File: src/rtl/alu_pkg.sv
// Shared constants and operand-pair type for the ALU operand path.
package alu_pkg;

  localparam int ALU_N     = 4;
  localparam int ALU_DEPTH = 4;
  localparam int PTR_W     = $clog2(ALU_DEPTH);

  // One operand pair as seen by the ALU stage; op0 sits in the upper half.
  typedef struct packed {
    logic [ALU_N-1:0] op0;
    logic [ALU_N-1:0] op1;
  } operand_pair_t;

  // Pack two operands into the pair layout used by storage and benches.
  function automatic operand_pair_t make_pair(input logic [ALU_N-1:0] a,
                                              input logic [ALU_N-1:0] b);
    operand_pair_t p;
    p.op0 = a;
    p.op1 = b;
    return p;
  endfunction

endpackage

File: src/rtl/alu_fifo_ptr.sv
// Modulo-DEPTH pointer register with increment enable and synchronous clear.
module alu_fifo_ptr
  import alu_pkg::*;
#(
  parameter int DEPTH = ALU_DEPTH,
  parameter int PW    = $clog2(DEPTH)
) (
  input  logic          clk,
  input  logic          rst,
  input  logic          clr,
  input  logic          inc,
  output logic [PW-1:0] ptr
);

  // DEPTH is a power of two, so natural PW-bit rollover is the modulo wrap.
  always_ff @(posedge clk or negedge rst) begin
    if (!rst) begin
      ptr <= '0;
    end else if (clr) begin
      ptr <= '0;
    end else if (inc) begin
      ptr <= ptr + PW'(1);
    end
  end

endmodule

File: src/rtl/alu_operand_fifo.sv
// Operand staging FIFO feeding the registered ALU stage.
//
// Handshake: a write is accepted on a rising edge when wr_en && !full, a read
// when rd_en && !empty; full/empty are the registered pre-edge values. A
// rejected write sets ovf, a rejected read sets udf; both flags are sticky
// until flush. flush (below reset, above everything else) empties the FIFO,
// clears the flags and out_valid, ignores same-cycle wr_en/rd_en, and leaves
// in0/in1 untouched. out_valid pulses for each accepted read.
module alu_operand_fifo
  import alu_pkg::*;
#(
  parameter int N     = ALU_N,
  parameter int DEPTH = ALU_DEPTH
) (
  input  logic                     clk,
  input  logic                     rst,
  input  logic                     flush,
  input  logic                     wr_en,
  input  logic [N-1:0]             wr_in0,
  input  logic [N-1:0]             wr_in1,
  input  logic                     rd_en,
  output logic [N-1:0]             in0,
  output logic [N-1:0]             in1,
  output logic                     out_valid,
  output logic                     full,
  output logic                     empty,
  output logic [$clog2(DEPTH):0]   count,
  output logic                     ovf,
  output logic                     udf
);

  localparam int PW = $clog2(DEPTH);
  localparam int CW = PW + 1;
  localparam logic [CW-1:0] DEPTH_C = CW'(DEPTH);

  logic [2*N-1:0] mem [DEPTH];
  logic [PW-1:0]  wr_ptr;
  logic [PW-1:0]  rd_ptr;
  logic [2*N-1:0] rd_pair;
  logic           wr_acc;
  logic           rd_acc;
  logic [CW-1:0]  count_nxt;

  // Accepts are judged on registered full/empty, so simultaneous ops at the
  // boundaries resolve on the pre-edge occupancy.
  assign wr_acc  = !flush && wr_en && !full;
  assign rd_acc  = !flush && rd_en && !empty;
  assign rd_pair = mem[rd_ptr];

  alu_fifo_ptr #(.DEPTH(DEPTH)) u_wr_ptr (
    .clk (clk),
    .rst (rst),
    .clr (flush),
    .inc (wr_acc),
    .ptr (wr_ptr)
  );

  alu_fifo_ptr #(.DEPTH(DEPTH)) u_rd_ptr (
    .clk (clk),
    .rst (rst),
    .clr (flush),
    .inc (rd_acc),
    .ptr (rd_ptr)
  );

  // Next occupancy; count alone drives full/empty so wrap needs no tracking.
  always_comb begin
    count_nxt = count;
    if (flush) begin
      count_nxt = '0;
    end else begin
      case ({wr_acc, rd_acc})
        2'b10:   count_nxt = count + CW'(1);
        2'b01:   count_nxt = count - CW'(1);
        default: count_nxt = count;
      endcase
    end
  end

  // Occupancy and status registers, kept mutually consistent every cycle.
  always_ff @(posedge clk or negedge rst) begin
    if (!rst) begin
      count <= '0;
      full  <= 1'b0;
      empty <= 1'b1;
    end else begin
      count <= count_nxt;
      full  <= (count_nxt == DEPTH_C);
      empty <= (count_nxt == '0);
    end
  end

  // Sticky misuse flags; only flush or reset clears them.
  always_ff @(posedge clk or negedge rst) begin
    if (!rst) begin
      ovf <= 1'b0;
      udf <= 1'b0;
    end else if (flush) begin
      ovf <= 1'b0;
      udf <= 1'b0;
    end else begin
      if (wr_en && full)  ovf <= 1'b1;
      if (rd_en && empty) udf <= 1'b1;
    end
  end

  // Pair storage; contents are don't-care after reset so no reset branch.
  always_ff @(posedge clk) begin
    if (wr_acc) begin
      mem[wr_ptr] <= {wr_in0, wr_in1};
    end
  end

  // Registered operand outputs; they move only on an accepted read.
  always_ff @(posedge clk or negedge rst) begin
    if (!rst) begin
      in0       <= '0;
      in1       <= '0;
      out_valid <= 1'b0;
    end else begin
      out_valid <= rd_acc;
      if (rd_acc) begin
        in0 <= rd_pair[2*N-1:N];
        in1 <= rd_pair[N-1:0];
      end
    end
  end

endmodule

File: config.mk
export PLATFORM = sky130hd
export DESIGN_NAME = alu_operand_fifo
export DESIGN_NICKNAME = d
export VERILOG_FILES = /design/src/rtl/alu_pkg.sv /design/src/rtl/alu_fifo_ptr.sv /design/src/rtl/alu_operand_fifo.sv
export SDC_FILE = /design/constraint.sdc
export NUM_CORES = 1
export LEC_CHECK = 0
export ABC_CLOCK_PERIOD_IN_PS = 2180
export CAP_MARGIN = 20
export CORE_ASPECT_RATIO = 1.25
export CORE_MARGIN = 4
export CORE_UTILIZATION = 48
export CTS_CLUSTER_SIZE = 14
export DETAILED_ROUTE_END_ITERATION = 10
export PLACE_DENSITY_LB_ADDON = 0.05
export SYNTH_ARGS = -nofsm -noshare
export SYNTH_HDL_FRONTEND = slang
export SYNTH_SLANG_ARGS = --single-unit
File: constraint.sdc
create_clock -name clk -period 2.18 [get_ports clk]
set_input_delay 0.218 -clock clk [delete_from_list [all_inputs] [get_ports clk]]
set_output_delay 0.218 -clock clk [all_outputs]
set_load 0.01 [all_outputs]
* Word-level counts from Yosys, hierarchy flattened
Memories as Yosys holds them, arrays and structs flattened. A register that Yosys moved wholly into a read port is not among the register bits.
Index checks and enable logic that the tools add are counted.
** Storage, ports and cells
- Register bits :: 12
- Memory bits (writable) :: 32
- Input port bits :: 13
- Logic and storage cells :: 43
- Memories kept :: 1
** Operators by class
- Add/subtract/negate cells :: 4
- Eq/ne operators :: 3
- Muxes and demuxes :: 12
- Reductions and logical operators :: 15
** Memories
- mem :: words 4, width 8, read ports 1, clocked after Yosys merged registers in 1, write ports 1, RTL line alu_operand_fifo.sv:36 : logic [2*N-1:0] mem [DEPTH];
** Operator list (count)
- $mux 2 :: 4
- $reduce_bool 2->1 :: 4
- $logic_and 1x1->1 :: 6
- $mux 1 :: 6
- $pmux 3 s2 :: 1
- $add 2x1->2 const B :: 2
- $logic_not 1->1 :: 4
- $add 3x1->3 const B :: 1
- $eq 3x3->1 const B :: 1
- $logic_not 3->1 :: 1
- $mux 3 :: 1
- $sub 3x1->3 const B :: 1
- $eq 2x1->1 const B :: 1
- $eq 2x2->1 const B :: 1

* Logic depth before layout (Yosys ltp)
Gate-level depths: netlist (run 1).
- Depth after elaboration :: 7
- Gate-level depth with buffers :: 8

* Modules after synthesis
From an unflattened synthesis (run 1), not the netlist that was laid out.
** Second synthesis, totals
- Cells, all modules :: 115
- Area total of the unflattened synthesis :: 2099.5 um^2
** By module, submodules not included
- alu_operand_fifo :: times used 1, cells each 101, area each 1921.8 um^2
- alu_fifo_ptr :: times used 2, cells each 7, area each 88.8 um^2

* Least setup slack after synthesis (run 1)
No wires, ideal clock.
- Path type :: flip-flop to flip-flop
- From :: register empty
- To :: register count[2]
- Setup time :: 64 ps
- Arrival :: 2209 ps
- Required time :: 2116 ps
- Slack :: -93 ps
- Cell stages (with the launch flop) :: 9
- Period minus slack after synthesis :: 2273 ps
- Cells stage by stage :: dfstp_2 -> nor2b_1 -> nor2b_1 -> buf_4 -> ha_1 -> fa_1 -> xor2_1 -> nor4b_1 -> or2_2
** Between the ends
- Cells in the longest elaborated chain, start to end :: 5
** Ends and longest elaborated chain
- start, declared :: RTL line alu_operand_fifo.sv:26 : output logic empty,
- start signal, assigned :: RTL line alu_operand_fifo.sv:89 : empty <= (count_nxt == '0);
- $logic_not 1->1 (*) :: RTL line alu_operand_fifo.sv:47 : assign rd_acc = !flush && rd_en && !empty;
- $logic_and 1x1->1 (*) :: RTL line alu_operand_fifo.sv:47
- named net rd_acc :: RTL line alu_operand_fifo.sv:41 : logic rd_acc;
- $eq 2x1->1 or $eq 2x2->1 (tied branches) :: RTL line alu_operand_fifo.sv:72 : case ({wr_acc, rd_acc})
- $pmux 3 s2 (*) :: RTL line alu_operand_fifo.sv:72
- $mux 3 (*) :: RTL line alu_operand_fifo.sv:69 : if (flush) begin
- named net count_nxt[2] :: RTL line alu_operand_fifo.sv:42 : logic [CW-1:0] count_nxt;
- end signal, assigned :: RTL line alu_operand_fifo.sv:87 : count <= count_nxt;
- end, declared :: RTL line alu_operand_fifo.sv:27 : output logic [$clog2(DEPTH):0] count,
Mark *: on every way through the listed nets, which the timed path passes. The rest lies on a longest branch.
A chain may end at the register's enable or synchronous reset.

* Worst setup path in the final report (run 1)
- From :: register empty
- To :: register count[2]
** Between the ends
- Cells in the longest elaborated chain, start to end :: 5
** Ends and longest elaborated chain (RTL line)
- $logic_not 1->1 (*) :: alu_operand_fifo.sv:47
- $logic_and 1x1->1 (*) :: alu_operand_fifo.sv:47
- $eq 2x1->1 or $eq 2x2->1 (tied branches) :: alu_operand_fifo.sv:72
- $pmux 3 s2 (*) :: alu_operand_fifo.sv:72
- $mux 3 (*) :: alu_operand_fifo.sv:69
- named net count_nxt[2] :: alu_operand_fifo.sv:42
Marked as above.

==> results of run 1 <==
## per-stage QoR
stage                     cell area, µm²  hold WS, ns
after floorplan                     2126     -0.07759
after global placement              2562       0.4773
after detailed placement            2562       0.4972
after CTS                           2674       0.2562
after global routing                2690       0.2680
final                               2690       0.2523
## cell usage in the layout, fill, tap and decap left out, types with 2 or more instances in the layout
cell,instances
mux4_2,8
edfxtp_1,32
dfrtp_1,19
inv_1,4
nor2b_1,2
ha_1,4
xor2_1,2
xnor2_1,2
mux2i_1,2
and2_1,4
mux2_4,8
nand2b_1,2
buf_4,15
clkbuf_8,5
clkdlybuf4s50_1,28
nor2_1,9
a21oi_1,3
nor3b_1,2
nor3_1,2
## area by class of cell
class	instances	share of cell area
Timing Repair Buffer	43	0.1460
Multi-Input combinational cell	57	0.2372
Tap cell	56	0.02605
Inverter	4	0.005581
Clock buffer	6	0.02698
Clock inverter	2	0.01442
Sequential cell	52	0.5437
## critical path, delay by kind of cell, from the launching register on
kind            cells  cell delay, ns
flops               1            0.57
simple gates        3            0.52
compound gates      1            0.12
xor+xnor            1            0.17
fa+ha+maj           2            0.58
## registers in the layout (all words and copies together), names as in the netlist
| signal | flops |
|---|---|
| count | 3 |
| in1 | 4 |
| full | 1 |
| empty | 1 |
| u_rd_ptr.ptr | 2 |
| ovf | 1 |
| u_wr_ptr.ptr | 2 |
| udf | 1 |
| in0 | 4 |
| out_valid | 1 |
| mem | 32 |
## layer usage
metal  global-route usage  vias to the layer above  wire [µm]
met1               0.1916                      569       1526
met5                    0                        -          0
met2               0.2645                       25       1995
met3              0.04104                        2        132
li1                     -                      513          -
met4              0.04868                        0         22
## kinds of logic (layout without fill, tap and decap cells)
family	after synthesis	count (layout)
and+or+nand+nor	24	24
xor gates and xnor gates	5	5
muxes	18	18
AOI/OAI and AO/OA	4	4
adders and majority gates	6	6
buffers and inverters	8	55
DFF	52	52
## path summary, 6_finish.rpt
check	start	end	slack, ns
max in group asynchronous	rst	empty	1.65
worst max register to register	empty	count[2]	0.10
min in group clk	in0[3]	in0[3]	0.52
worst max-delay path	empty	count[2]	0.10
worst min-delay path	rst	in0[0]	0.25
worst min register to register	in0[3]	in0[3]	0.52
## power breakdown
group	switching (µW)	internal, µW	leakage (µW)
Sequential	66.7	1160	0.000547
Combinational	183	340	0.000437
Clock	307	347	0.0000558
## timing repair
action / in CTS / in global routing
resized for setup: 0 / 2
setup buffers: 0 / 0
endpoints found under the setup margin: 0 / 3
==> impl_metrics.env, run 1 <==
export IMPL_status="complete, no violations"
export IMPL_yosys_top_cells_area="edfxtp_1, dfrtp_1, mux4_2"
export IMPL_gr_total_overflow=0
export IMPL_synth_fp_nets=136
export IMPL_p_per_area_nw_per_um2=894.3
export IMPL_cts_max_level=2
export IMPL_clkSlewWorstSetupHoldPaths_ns=0.09
export IMPL_nFillCells=317
export IMPL_synth_flop_cell="edfxtp_1"
export IMPL_die_h_um=82.08
export IMPL_cap_violations=0
export IMPL_tns_ns=0
export IMPL_critPathMaxFanout=4
export IMPL_route_detailed_drc=0
export IMPL_drive_above_1_share=0.2683
export IMPL_critPathKind="flip-flop to flip-flop"
export IMPL_startpoint_type="flip-flop"
export IMPL_finalClockSkew_ns=0.008290
export IMPL_rows=26
export IMPL_postRouteWirelength_mm=3.676
export IMPL_yosys_area_share_simple=0.06235
export IMPL_power_uw=2406
export IMPL_synth_mux_area_fraction=0.1520
export IMPL_critPathMaxStageDelay_ns=0.57
export IMPL_ys_seq_area_frac=0.6942
export IMPL_cts_made_buffers=5
export IMPL_seqCellArea_um2=1463
export IMPL_grt_max_degree=21
export IMPL_port_buffers=28
export IMPL_ctsRootBufferMaster="clkbuf_8"
export IMPL_nets=182
export IMPL_clockBufferDepth=2
export IMPL_dp_hpwl_mm=2.672
export IMPL_post_route_util=0.6460
export IMPL_yosys_top_cells_count="edfxtp_1, dfrtp_1, nor2_1"
export IMPL_min_period_over_period=0.9523
export IMPL_min_period_ns=2.076
export IMPL_crit_slowest_cell="dfstp_2"
export IMPL_synth_largest_area_cell="edfxtp_1"
export IMPL_wire_per_inst_um=16.71
export IMPL_cts_tree="done"
export IMPL_synth_top_family_by_area="multiplexers"
export IMPL_ys_ff_latch=52
export IMPL_routed_via_density=5.041
export IMPL_ant_nets=0
export IMPL_clock_latency_ns=0.30
export IMPL_syn_inst=117
export IMPL_endpoint_kind="flip-flop"
export IMPL_die_width_um=67.26
export IMPL_worst_slack_ns=0.1039
export IMPL_synth_edf_count=32
export IMPL_synthAdderAreaFrac=0.03919
export IMPL_final_hold_viol_count=0
export IMPL_multi_input_comb_area_um2=638.1
export IMPL_synth_compound_area_frac=0.01188
export IMPL_grt_pass1_vias=1242
export IMPL_diodes=0
export IMPL_place_congestion=0.7576
export IMPL_setup_viol=0
export IMPL_grt_pass1_wl_mm=6.009
export IMPL_place_inst=212
export IMPL_clock_sinks=52
export IMPL_io_pins=29
export IMPL_areaGrowthSynthToFinish_pct=27.67
export IMPL_die_area_um2=5520
export IMPL_start_util=0.5060
export IMPL_vdd_drop_max_uv=611.1
export IMPL_arrival_ns=2.27
export IMPL_hold_buffers=0
export IMPL_p_leak_uw=0.001040
export IMPL_slew_headroom=0.7116
export IMPL_postSynthAreaPerCell_um2=18.01
export IMPL_pre_cts_slack_ns=-0.1835
export IMPL_grt_total_usage=0.1552
export IMPL_synthArstFlopShare=0.3846
export IMPL_synth_area_um2=2107
export IMPL_vias=1109
export IMPL_synthXorXnorAreaFrac=0.02078
export IMPL_antenna_found_initial=0
export IMPL_worst_r2r_path_depth=7
export IMPL_firstDrtPassIters=3
export IMPL_drt_initial_drc_count=70
export IMPL_slew_viol_final=0
export IMPL_required_ns=2.37
export IMPL_hp_class="input pin to asynchronous set/reset pin"
export IMPL_yosysWarnings=0
export IMPL_crit_top_cell="nor2b_1"
export IMPL_final_instance_count_excl_fill=220
export IMPL_rsz0062_at_grt="false"
export IMPL_fmax_ghz=0.4817
export IMPL_synth_top_area_frac=0.4561
export IMPL_yosysMostFrequentCell="edfxtp_1"
export IMPL_coreArea_um2=4164
export IMPL_worstMarginPinSlew_ns=0.4326
export IMPL_synth_cell_types=25
export IMPL_crit_chain="nor2b_1, nor2b_1, ha_4, fa_1, xor2_2, a21oi_1, or2_2"
(Power assumes the default switching activity.)
==> run 2, diff against run 1 <==
CELL_PAD_IN_SITES_DETAIL_PLACEMENT = 1   (was unset)
CELL_PAD_IN_SITES_GLOBAL_PLACEMENT = 1   (was unset)
CORE_UTILIZATION = 41   (was 48)
==> run 2 against run 1 <==
Against the previous run:
- via count fell by 0.36%
- highest routed layer unchanged
- worst hold slack improved by 0.037 ns
- sequential share of layout area rose by 1.2 points
- register-to-register slack improved by 0.04 ns
- clock skew fell by 0.0057 ns
- non-clock buffer count fell by 6
- count of clock-buffer cells in the layout fell by 1
- sequential cell count did not move
- first-iteration DRC count fell by 51%
- largest cell class unchanged
- critical path depth rose by 1
- combinational power barely moved
==> impl_metrics.env, run 2 (synthesis results as in run 1) <==
export IMPL_slew_viol_final=0
export IMPL_largest_reg_flops=32
export IMPL_final_hold_viol_count=0
export IMPL_coreArea_um2=4870
export IMPL_crit_family="simple AND/OR/NAND/NOR gates"
export IMPL_drt_initial_drc_count=34
export IMPL_regToRegSetupSlack_ns=0.14
export IMPL_dp_hpwl_mm=2.923
export IMPL_rr_startpoint="empty"
export IMPL_clkSlewWorstSetupHoldPaths_ns=0.09
export IMPL_finalClockSkew_ns=0.002615
export IMPL_layout_common_cells="edfxtp_1, clkdlybuf4s50_1, dfrtp_1, buf_4"
export IMPL_postRouteWirelength_mm=3.991
export IMPL_slew_headroom=0.5985
export IMPL_cts_tree="done"
export IMPL_arrival_ns=2.31
export IMPL_grt_pass1_wl_mm=6.492
export IMPL_startpoint_type="input pin"
export IMPL_antenna_found_initial=0
export IMPL_diodes=0
export IMPL_rsz0062_at_grt="false"
export IMPL_grt_pass1_vias=1254
export IMPL_path_buf_inv=1
export IMPL_areaGrowthSynthToFinish_pct=24.88
export IMPL_io_pins=29
export IMPL_worstReg2RegEnd="full"
export IMPL_die_width_um=72.12
export IMPL_required_ns=2.42
export IMPL_start_util=0.4327
export IMPL_min_period_over_period=0.9502
export IMPL_cap_violations=0
export IMPL_place_congestion=0.7373
export IMPL_clock_latency_ns=0.30
export IMPL_clockBufferDepth=2
export IMPL_dr_wl_met3_um=166
export IMPL_rows=28
export IMPL_critPathMaxStageDelay_ns=0.48
export IMPL_ant_nets=0
export IMPL_final_instance_count_excl_fill=218
export IMPL_endpoint_kind="flip-flop"
export IMPL_die_h_um=88.15
export IMPL_cts_max_level=2
export IMPL_crit_chain="clkdlybuf4s50_1, nor2b_1, nor2b_1, ha_4, fa_2, nor3b_1, nor3_1, o21ba_2"
export IMPL_whs_ns=0.2898
export IMPL_clock_sinks=52
export IMPL_grt_total_usage=0.1416
export IMPL_setup_viol=0
export IMPL_wl_met1_mm=1.576
export IMPL_min_period_ns=2.071
export IMPL_route_detailed_drc=0
export IMPL_routed_via_density=5.069
export IMPL_final_common_cell="edfxtp_1"
export IMPL_vdd_drop_max_uv=317.8
export IMPL_nets=176
export IMPL_ctsRootBufferMaster="clkbuf_8"
export IMPL_post_cts_buffers=0
export IMPL_place_inst=210
export IMPL_die_area_um2=6357
export IMPL_critPathMaxFanout=2
export IMPL_fmax_ghz=0.4828
export IMPL_wire_per_inst_um=18.31
export IMPL_hp_class="input pin to asynchronous set/reset pin"
export IMPL_status="complete, no violations"
export IMPL_largestRegisters="mem x32, in0 x4, in1 x4"
export IMPL_p_leak_uw=0.0009863
export IMPL_worstMarginPinSlew_ns=0.6004
export IMPL_wl_met2_mm=2.178
export IMPL_cts_made_buffers=5
export IMPL_highest_layer="met4"
export IMPL_critPathKind="input pin to flip-flop"
export IMPL_port_buffers=28
export IMPL_crit_slowest_cell="clkdlybuf4s50_1"
export IMPL_vias=1105
export IMPL_gr_total_overflow=0
export IMPL_p_per_area_nw_per_um2=866.6
export IMPL_worst_r2r_path_depth=7
export IMPL_firstDrtPassIters=4
export IMPL_regMostFlops="mem"
export IMPL_crit_top_cell="nor2b_1"
export IMPL_grt_max_degree=17
export IMPL_drive_above_1_share=0.2532
## run 2: layer usage
metal | GRT usage | vias to the layer above
met5 | 0 | -
met4 | 0.05128 | 0
li1 | - | 505
met3 | 0.03559 | 6
met2 | 0.2560 | 30
met1 | 0.1604 | 564
## run 2: how the worst max path moves through the flow
| stage | start | to | slack, ns | depth (start not counted) |
|---|---|---|---|---|
| floorplan | empty | count[2] | 0.008 | 8 |
| global route | rd_en | full | 0.01 | 8 |
| global placement | rd_en | full | -0.13 | 8 |
| detailed placement | rd_en | empty | -0.20 | 8 |
| CTS | full | count[2] | 0.04 | 8 |
| finish | rd_en | full | 0.11 | 8 |
## run 2: where the power goes
group / internal [µW] / switching (µW)
logic: 338 / 189
clock network: 222 / 302
registers: 1160 / 68.3
## run 2: final cells by class
class / count / area, µm²
Timing Repair Buffer: 37 / 347.8
Fill cell: 435 / 2238
Inverter: 4 / 15.01
Sequential cell: 52 / 1463
Multi-Input combinational cell: 57 / 643.1
Clock buffer: 5 / 68.82
Clock inverter: 3 / 18.77
Tap cell: 60 / 75.07
## run 2: per-stage QoR
stage | TNS (ns) | instance area [µm²] | total power [µW] | util | worst slack (ns)
2_1_floorplan | 0 | 2126 | 1504 | - | 0.008482
3_3_place_gp | -0.3701 | 2522 | 1756 | 0.5180 | -0.1328
3_5_place_dp | -0.5318 | 2522 | 1785 | 0.5180 | -0.2011
4_1_cts | 0 | 2610 | 2321 | 0.5360 | 0.04454
5_1_grt | 0 | 2631 | 2411 | 0.5403 | 0.01477
6_report | 0 | 2631 | 2280 | 0.5403 | 0.1087
## run 2: repair_timing
action                                  CTS  global route
endpoints found under the setup margin    0             3
hold buffers                              0             0
resized for setup                         0             4
==> run 3, diff against run 2 <==
--- a/config.mk
+++ b/config.mk
@@ -15,4 +15,5 @@
 export CTS_CLUSTER_SIZE = 14
 export DETAILED_ROUTE_END_ITERATION = 10
+export GPL_ROUTABILITY_DRIVEN = 0
 export PLACE_DENSITY_LB_ADDON = 0.05
 export SYNTH_ARGS = -nofsm -noshare
==> constraint.sdc (replaced) <==
create_clock -name clk -period 2.18 [get_ports clk]
set_input_delay 0.654 -clock clk [delete_from_list [all_inputs] [get_ports clk]]
set_output_delay 0.654 -clock clk [all_outputs]
set_load 0.01 [all_outputs]
==> run 3 against run 2 <==
Against the previous run:
- die area stayed put
- combinational power is 7.4% higher
- core utilization is 4.2 points higher
- fmax is 0.88% lower
- total power is 3.6% higher
- clock skew is 0.0042 ns higher
- worst setup slack worse by 0.018 ns
- critical path depth is 1 higher
- sequential power hardly changed
- non-clock buffer count is 13 higher
- global-route usage is 0.56 points higher
- highest routed layer unchanged
==> impl_metrics.env, run 3 (synthesis results as in run 1) <==
export IMPL_hp_start="in1[3]"
export IMPL_diodes=0
export IMPL_largestRegisters="mem x32, in0 x4, in1 x4"
export IMPL_crit_top_cell="nor2b_4"
export IMPL_largest_reg_flops=32
export IMPL_slew_headroom=0.6276
export IMPL_drive_above_1_share=0.3626
export IMPL_whs_ns=0.5222
export IMPL_rr_startpoint="full"
export IMPL_endpoint_kind="flip-flop"
export IMPL_grt_util_met2=0.2701
export IMPL_crit_chain="clkdlybuf4s15_1, nor2b_4, nor2b_4, ha_4, fa_2, nor3b_2, nor3_2, buf_4, nor3_4"
export IMPL_pre_cts_slack_ns=-0.6121
export IMPL_drt_initial_drc_count=46
export IMPL_grt_use_met3=0.03444
export IMPL_firstDrtPassIters=4
export IMPL_rows=28
export IMPL_cts_tree="done"
export IMPL_placed_cell_area_um2=2681
export IMPL_layout_common_cells="edfxtp_1, clkdlybuf4s50_1, dfrtp_1, buf_4"
export IMPL_nFillCells=438
export IMPL_coreArea_um2=4870
export IMPL_seq_power_share=0.523
export IMPL_grt_total_usage=0.1472
export IMPL_net_switching_power_uw=571.0
export IMPL_p_per_area_nw_per_um2=833.8
export IMPL_rsz0062_at_grt="false"
export IMPL_hp_class="flip-flop to flip-flop"
export IMPL_finalClockSkew_ns=0.006792
export IMPL_start_util=0.4327
export IMPL_status="complete, no violations"
export IMPL_ant_nets=0
export IMPL_clockPowerShare=0.237
export IMPL_use_met1=0.1612
export IMPL_vdd_drop_max_uv=354.9
export IMPL_die_h_um=88.15
export IMPL_critPathMaxStageDelay_ns=0.43
export IMPL_fin_area_um2=2834
export IMPL_p_leak_uw=0.001092
export IMPL_ctsRootBufferMaster="clkbuf_8"
export IMPL_grt_pass1_wl_mm=6.762
export IMPL_dp_hpwl_mm=2.897
export IMPL_startpoint_type="input pin"
export IMPL_port_buffers=28
export IMPL_clockBufferDepth=2
export IMPL_die_area_um2=6357
export IMPL_grt_pass1_vias=1346
export IMPL_gr_total_overflow=0
export IMPL_place_inst=218
export IMPL_fmax_ghz=0.4785
export IMPL_min_period_ns=2.090
export IMPL_routed_via_density=5.035
export IMPL_antenna_found_initial=0
export IMPL_final_hold_viol_count=0
export IMPL_final_common_cell="edfxtp_1"
export IMPL_cp_startpoint="rd_en"
export IMPL_critPathMaxFanout=2
export IMPL_vias=1163
export IMPL_die_width_um=72.12
export IMPL_areaGrowthSynthToFinish_pct=34.50
export IMPL_postRouteWirelength_mm=4.125
export IMPL_min_period_over_period=0.9586
export IMPL_switching_share=0.2417
export IMPL_regMostFlops="mem"
export IMPL_grt_max_degree=21
export IMPL_cts_made_buffers=5
export IMPL_slew_viol_final=0
export IMPL_combinationalPowerShare=0.240
export IMPL_io_pins=29
export IMPL_setup_viol=0
export IMPL_busiest_layer="met2"
export IMPL_cap_violations=0
export IMPL_clock_sinks=52
export IMPL_required_ns=2.41
export IMPL_cts_max_level=2
export IMPL_internal_power_uw=1792
export IMPL_wire_per_inst_um=17.86
export IMPL_final_instance_count_excl_fill=231
export IMPL_worst_slack_ns=0.09027
export IMPL_crit_slowest_cell="fa_2"
export IMPL_critPathKind="input pin to flip-flop"
export IMPL_worstMarginPinSlew_ns=0.5586
export IMPL_clock_latency_ns=0.30
export IMPL_clkSlewWorstSetupHoldPaths_ns=0.09
export IMPL_power_uw=2363
export IMPL_arrival_ns=2.31
export IMPL_nets=189
export IMPL_route_detailed_drc=0
## run 3: cell types whose count changed in the layout (fill, tap and decap cells not counted), sizes merged
cell / delta
buf: +13
clkbuf: +4
clkdlybuf4s15: +1
clkdlybuf4s50: -3
clkinv: -1
clkinvlp: -1
## run 3: metal layers
metal / share of wire / vias up
li1: - / 532
met1: 0.39 / 600
met2: 0.55 / 26
met3: 0.038 / 5
met4: 0.015 / 0
met5: 0 / -
## run 3: final cells by class
class | instances | area, µm² | area share
Sequential cell | 52 | 1463 | 0.5161
Tap cell | 60 | 75.07 | 0.02649
Inverter | 4 | 15.01 | 0.005298
Multi-Input combinational cell | 57 | 689.4 | 0.2433
Timing Repair Buffer | 50 | 498.0 | 0.1757
Clock buffer | 7 | 86.33 | 0.03046
Clock inverter | 1 | 7.507 | 0.002649
## run 3: what timing repair did
| item | in CTS | in global routing |
|---|---|---|
| pin swaps | 6 | 7 |
| resized for setup | 8 | 6 |
| hold buffers | 0 | 0 |
| buffers inserted | 4 | 1 |
| setup endpoints to repair | 3 | 3 |
## run 3: power by group through the flow
stage	Sequential (µW)	Combinational (µW)	Clock [µW]
final	1240	566	560
after global routing	1250	604	619
after CTS	1240	575	581
after detailed placement	1260	559	0
after global placement	1250	544	0
after floorplan	1280	236	0
## run 3: critical path, delay by kind of cell
family	cells	cell delay [ns]
AND/OR/NAND/NOR	5	0.75
adder cells (fa/ha/maj)	2	0.59
buffers and inverters	2	0.32
## run 3: worst paths after layout
check,to,slack [ns],cells past startpoint
max in group asynchronous,empty,1.19,2
hold reg to reg,in1[3],0.52,1
setup reg to reg,full,0.10,8
setup / recovery,empty,0.09,9
hold / removal,in1[3],0.52,1
min in group asynchronous,in1[3],0.70,2
## run 3: stage by stage
| step | TNS, ns | utilization |
|---|---|---|
| final | 0 | 0.5820 |
| after global routing | 0 | 0.5820 |
| after CTS | -0.03801 | 0.5802 |
| after detailed placement | -2.169 | 0.5506 |
| after global placement | -1.682 | 0.5506 |
| after floorplan | -0.06625 | - |
==> RTL edit (config.mk and constraints of run 2) <==
Put one more register stage on the output `count`, cleared by the reset. The value now appears one clock later. The other outputs are not delayed to match.
--- a/src/rtl/alu_operand_fifo.sv
+++ b/src/rtl/alu_operand_fifo.sv
@@ -33,6 +33,8 @@
   localparam int CW = PW + 1;
   localparam logic [CW-1:0] DEPTH_C = CW'(DEPTH);
 
+  logic [$clog2(DEPTH):0] count_s0;
+
   logic [2*N-1:0] mem [DEPTH];
   logic [PW-1:0]  wr_ptr;
   logic [PW-1:0]  rd_ptr;
@@ -65,14 +67,14 @@
 
   // Next occupancy; count alone drives full/empty so wrap needs no tracking.
   always_comb begin
-    count_nxt = count;
+    count_nxt = count_s0;
     if (flush) begin
       count_nxt = '0;
     end else begin
       case ({wr_acc, rd_acc})
-        2'b10:   count_nxt = count + CW'(1);
-        2'b01:   count_nxt = count - CW'(1);
-        default: count_nxt = count;
+        2'b10:   count_nxt = count_s0 + CW'(1);
+        2'b01:   count_nxt = count_s0 - CW'(1);
+        default: count_nxt = count_s0;
       endcase
     end
   end
@@ -80,11 +82,11 @@
   // Occupancy and status registers, kept mutually consistent every cycle.
   always_ff @(posedge clk or negedge rst) begin
     if (!rst) begin
-      count <= '0;
+      count_s0 <= '0;
       full  <= 1'b0;
       empty <= 1'b1;
     end else begin
-      count <= count_nxt;
+      count_s0 <= count_nxt;
       full  <= (count_nxt == DEPTH_C);
       empty <= (count_nxt == '0);
     end
@@ -126,5 +128,13 @@
     end
   end
 
+  always_ff @(posedge clk or negedge rst) begin
+    if (!rst) begin
+      count <= '0;
+    end else begin
+      count <= count_s0;
+    end
+  end
+
 endmodule
 
Formal check against the unedited RTL: not equivalent (a bounded check fails within 4 cycles, from zero or initial values and one cycle with rst low).
==> RTL edit against run 2 <==
  * Via count shrank 0.18%
  * Setup slack improved by 0.038 ns
  * Clock skew up 0.0048 ns
  * Global-route usage down 0.19 points
  * Wire length down 3.1%
  * Die area increased by 3.2%
  * First-iteration DRC count is 44% higher
  * Final area rose by 4.3%
  * Synthesized area up 3.6%
  * Maximum frequency grew 1.9%
  * Total power increased by 10%
  * Critical endpoint is now count_s0[2]
  * Sequential cell count increased by 3
==> RTL edit: results (changes against run 2) <==
[run_status]
status=finished clean  ; unchanged

[final_layout]
nNetsFinal=178  ; was 176
drive_gt1_share_pct=26.3  ; was 25.3%
n_antenna_cell=0  ; unchanged
top_regs=mem (32), in0 (4), in1 (4)  ; unchanged

[synthesis]
synth_warnings=0  ; unchanged
synth_edf_count=32  ; unchanged
ys_seq_area_share_pct=70.5  ; was 69.4%
synthFlopType=edfxtp_1  ; unchanged
ys_types=25  ; unchanged
synth_area_leaders=edfxtp_1, dfrtp_1, mux4_2  ; unchanged
synth_nets=139  ; was 136
netlist.area_leader.share_pct=44.0  ; was 45.6%
async_flop_share_pct=41.8  ; was 38.5%
yosys-top-cells-count=edfxtp_1, dfrtp_1, nor2_1  ; unchanged

[critical_path]
cp.arrival_ns=2.23  ; was 2.31 ns
crit_path_max_fanout=4  ; was 2
critPathLaunch=empty  ; was rd_en

[global_routing]
grt_pass1_wl_um=6610  ; was 6490 um
track_usage_pct=14.0  ; was 14.2%
gr-usage-met2_pct=22.2  ; was 25.6%
grt_max_degree=24  ; was 17
gr-usage-met1_pct=18.5  ; was 16.0%
antenna_found_initial=0  ; unchanged
grt_pass1_vias=1246  ; was 1254
grt_util_met3_pct=3.71  ; was 3.56%

[routing]
routed_via_density=4.97  ; was 5.07
drtPass1Iterations=4  ; unchanged
drt_iter0_drc=49  ; was 34
wl_um=3870  ; was 3990 um

[placed_design]
portBuffers=28  ; unchanged
place_congestion=0.738  ; was 0.737
dp_hpwl_um=2710  ; was 2920 um
dpl_worst_slack_ns=-0.228  ; was -0.201 ns

[clock_tree]
numCtsBuffers=5  ; unchanged
clockRootBuffer=clkbuf_8  ; unchanged
clk_latency_ns=0.30  ; about the same
clk_path_buf_depth=2  ; unchanged
path_clk_slew_ns=0.10
htreeDepth=2  ; unchanged
cts_setup_buffers=0  ; unchanged

[pwr]
p_leak_nw=1.05  ; was 0.986 nW
peakVddDrop_mv=0.616  ; was 0.318 mV
p_total_mw=2.52  ; was 2.28 mW

[worst_hold_path]
hp-class=input pin to asynchronous set/reset pin  ; unchanged

[timing]
finClkSkew_ns=0.00745  ; was 0.00261 ns
tightest_slew_ns=0.466  ; was 0.600 ns

-- RTL edit: changes by cell type in the layout (fill, tap and decap cells not counted), sizes merged --
cell      delta
dfrtp        +3
clkinvlp     -2
buf          -1
bufinv       +1
clkbuf       +1
clkinv       -1
inv          +1
-- RTL edit: kinds of logic after synthesis --
logic type      Yosys count  share of synthesized area, %
compound gates            4                          1.15
mux                      18                          14.7
flops                    55                          70.5
xor+xnor                  5                          2.01
simple gates             24                          6.02
fa+ha+maj                 6                          3.78
buf+inv                   8                          1.89
-- RTL edit: critical path, stage by stage (launching register included) --
cell and delay [ns]:
dfstp_2 0.56, nor2b_1 0.05, nor2b_2 0.17, ha_4 0.18, fa_2 0.35, xor2_2 0.19
a21oi_1 0.12, or2_2 0.30
-- RTL edit: layout make-up --
cell class / instances / area (um^2)
well taps: 62 / 77.6
clock buffers: 6 / 82.6
clock inverters: 2 / 38.8
flip-flops and latches: 55 / 1540
fillers: 489 / 2370
multi-input cells: 57 / 653
inverters: 4 / 15.0
repair buffers: 36 / 340
-- RTL edit: where the power goes --
group          internal [mW]  switching, mW  total (mW)
clock                  0.378          0.325       0.703
combinational          0.339          0.187       0.525
sequential              1.22         0.0686        1.29
total                   1.94          0.580        2.52
-- RTL edit: path summary, 6_finish.rpt --
kind                       cells past startpoint           to  slack [ns]
max in group asynchronous                      2        empty        1.62
min in group clk                               0     count[1]        0.47
setup / recovery                               7  count_s0[2]        0.15
setup reg to reg                               7  count_s0[2]        0.15
hold reg to reg                                0     count[1]        0.47
hold / removal                                 2       in1[1]        0.27
-- RTL edit: routing by layer --
metal,up-vias,share of wire (%)
li1,509,-
met1,568,44
met2,22,51
met5,-,0
met4,0,1.1
met3,4,4.1
-- RTL edit: repair_timing --
item / CTS / global route
pin swaps: 1 / 1
cloned: 0 / 0
setup endpoints to repair: 3 / 3
gates resized for setup: 2 / 4
-- RTL edit: per-stage QoR --
step | setup TNS, ns | instance area (um^2) | hold slack (ns) | utilization (%) | cells
2_1_floorplan | 0 | 2200 | -0.0776 | - | 120
3_3_place_gp | -0.378 | 2590 | 0.417 | 50.7 | 214
3_5_place_dp | -0.616 | 2590 | 0.438 | 50.7 | 214
4_1_cts | 0 | 2730 | 0.276 | 53.4 | 222
5_1_grt | 0 | 2750 | 0.277 | 53.7 | 222
6_report | 0 | 2750 | 0.267 | 53.7 | 222
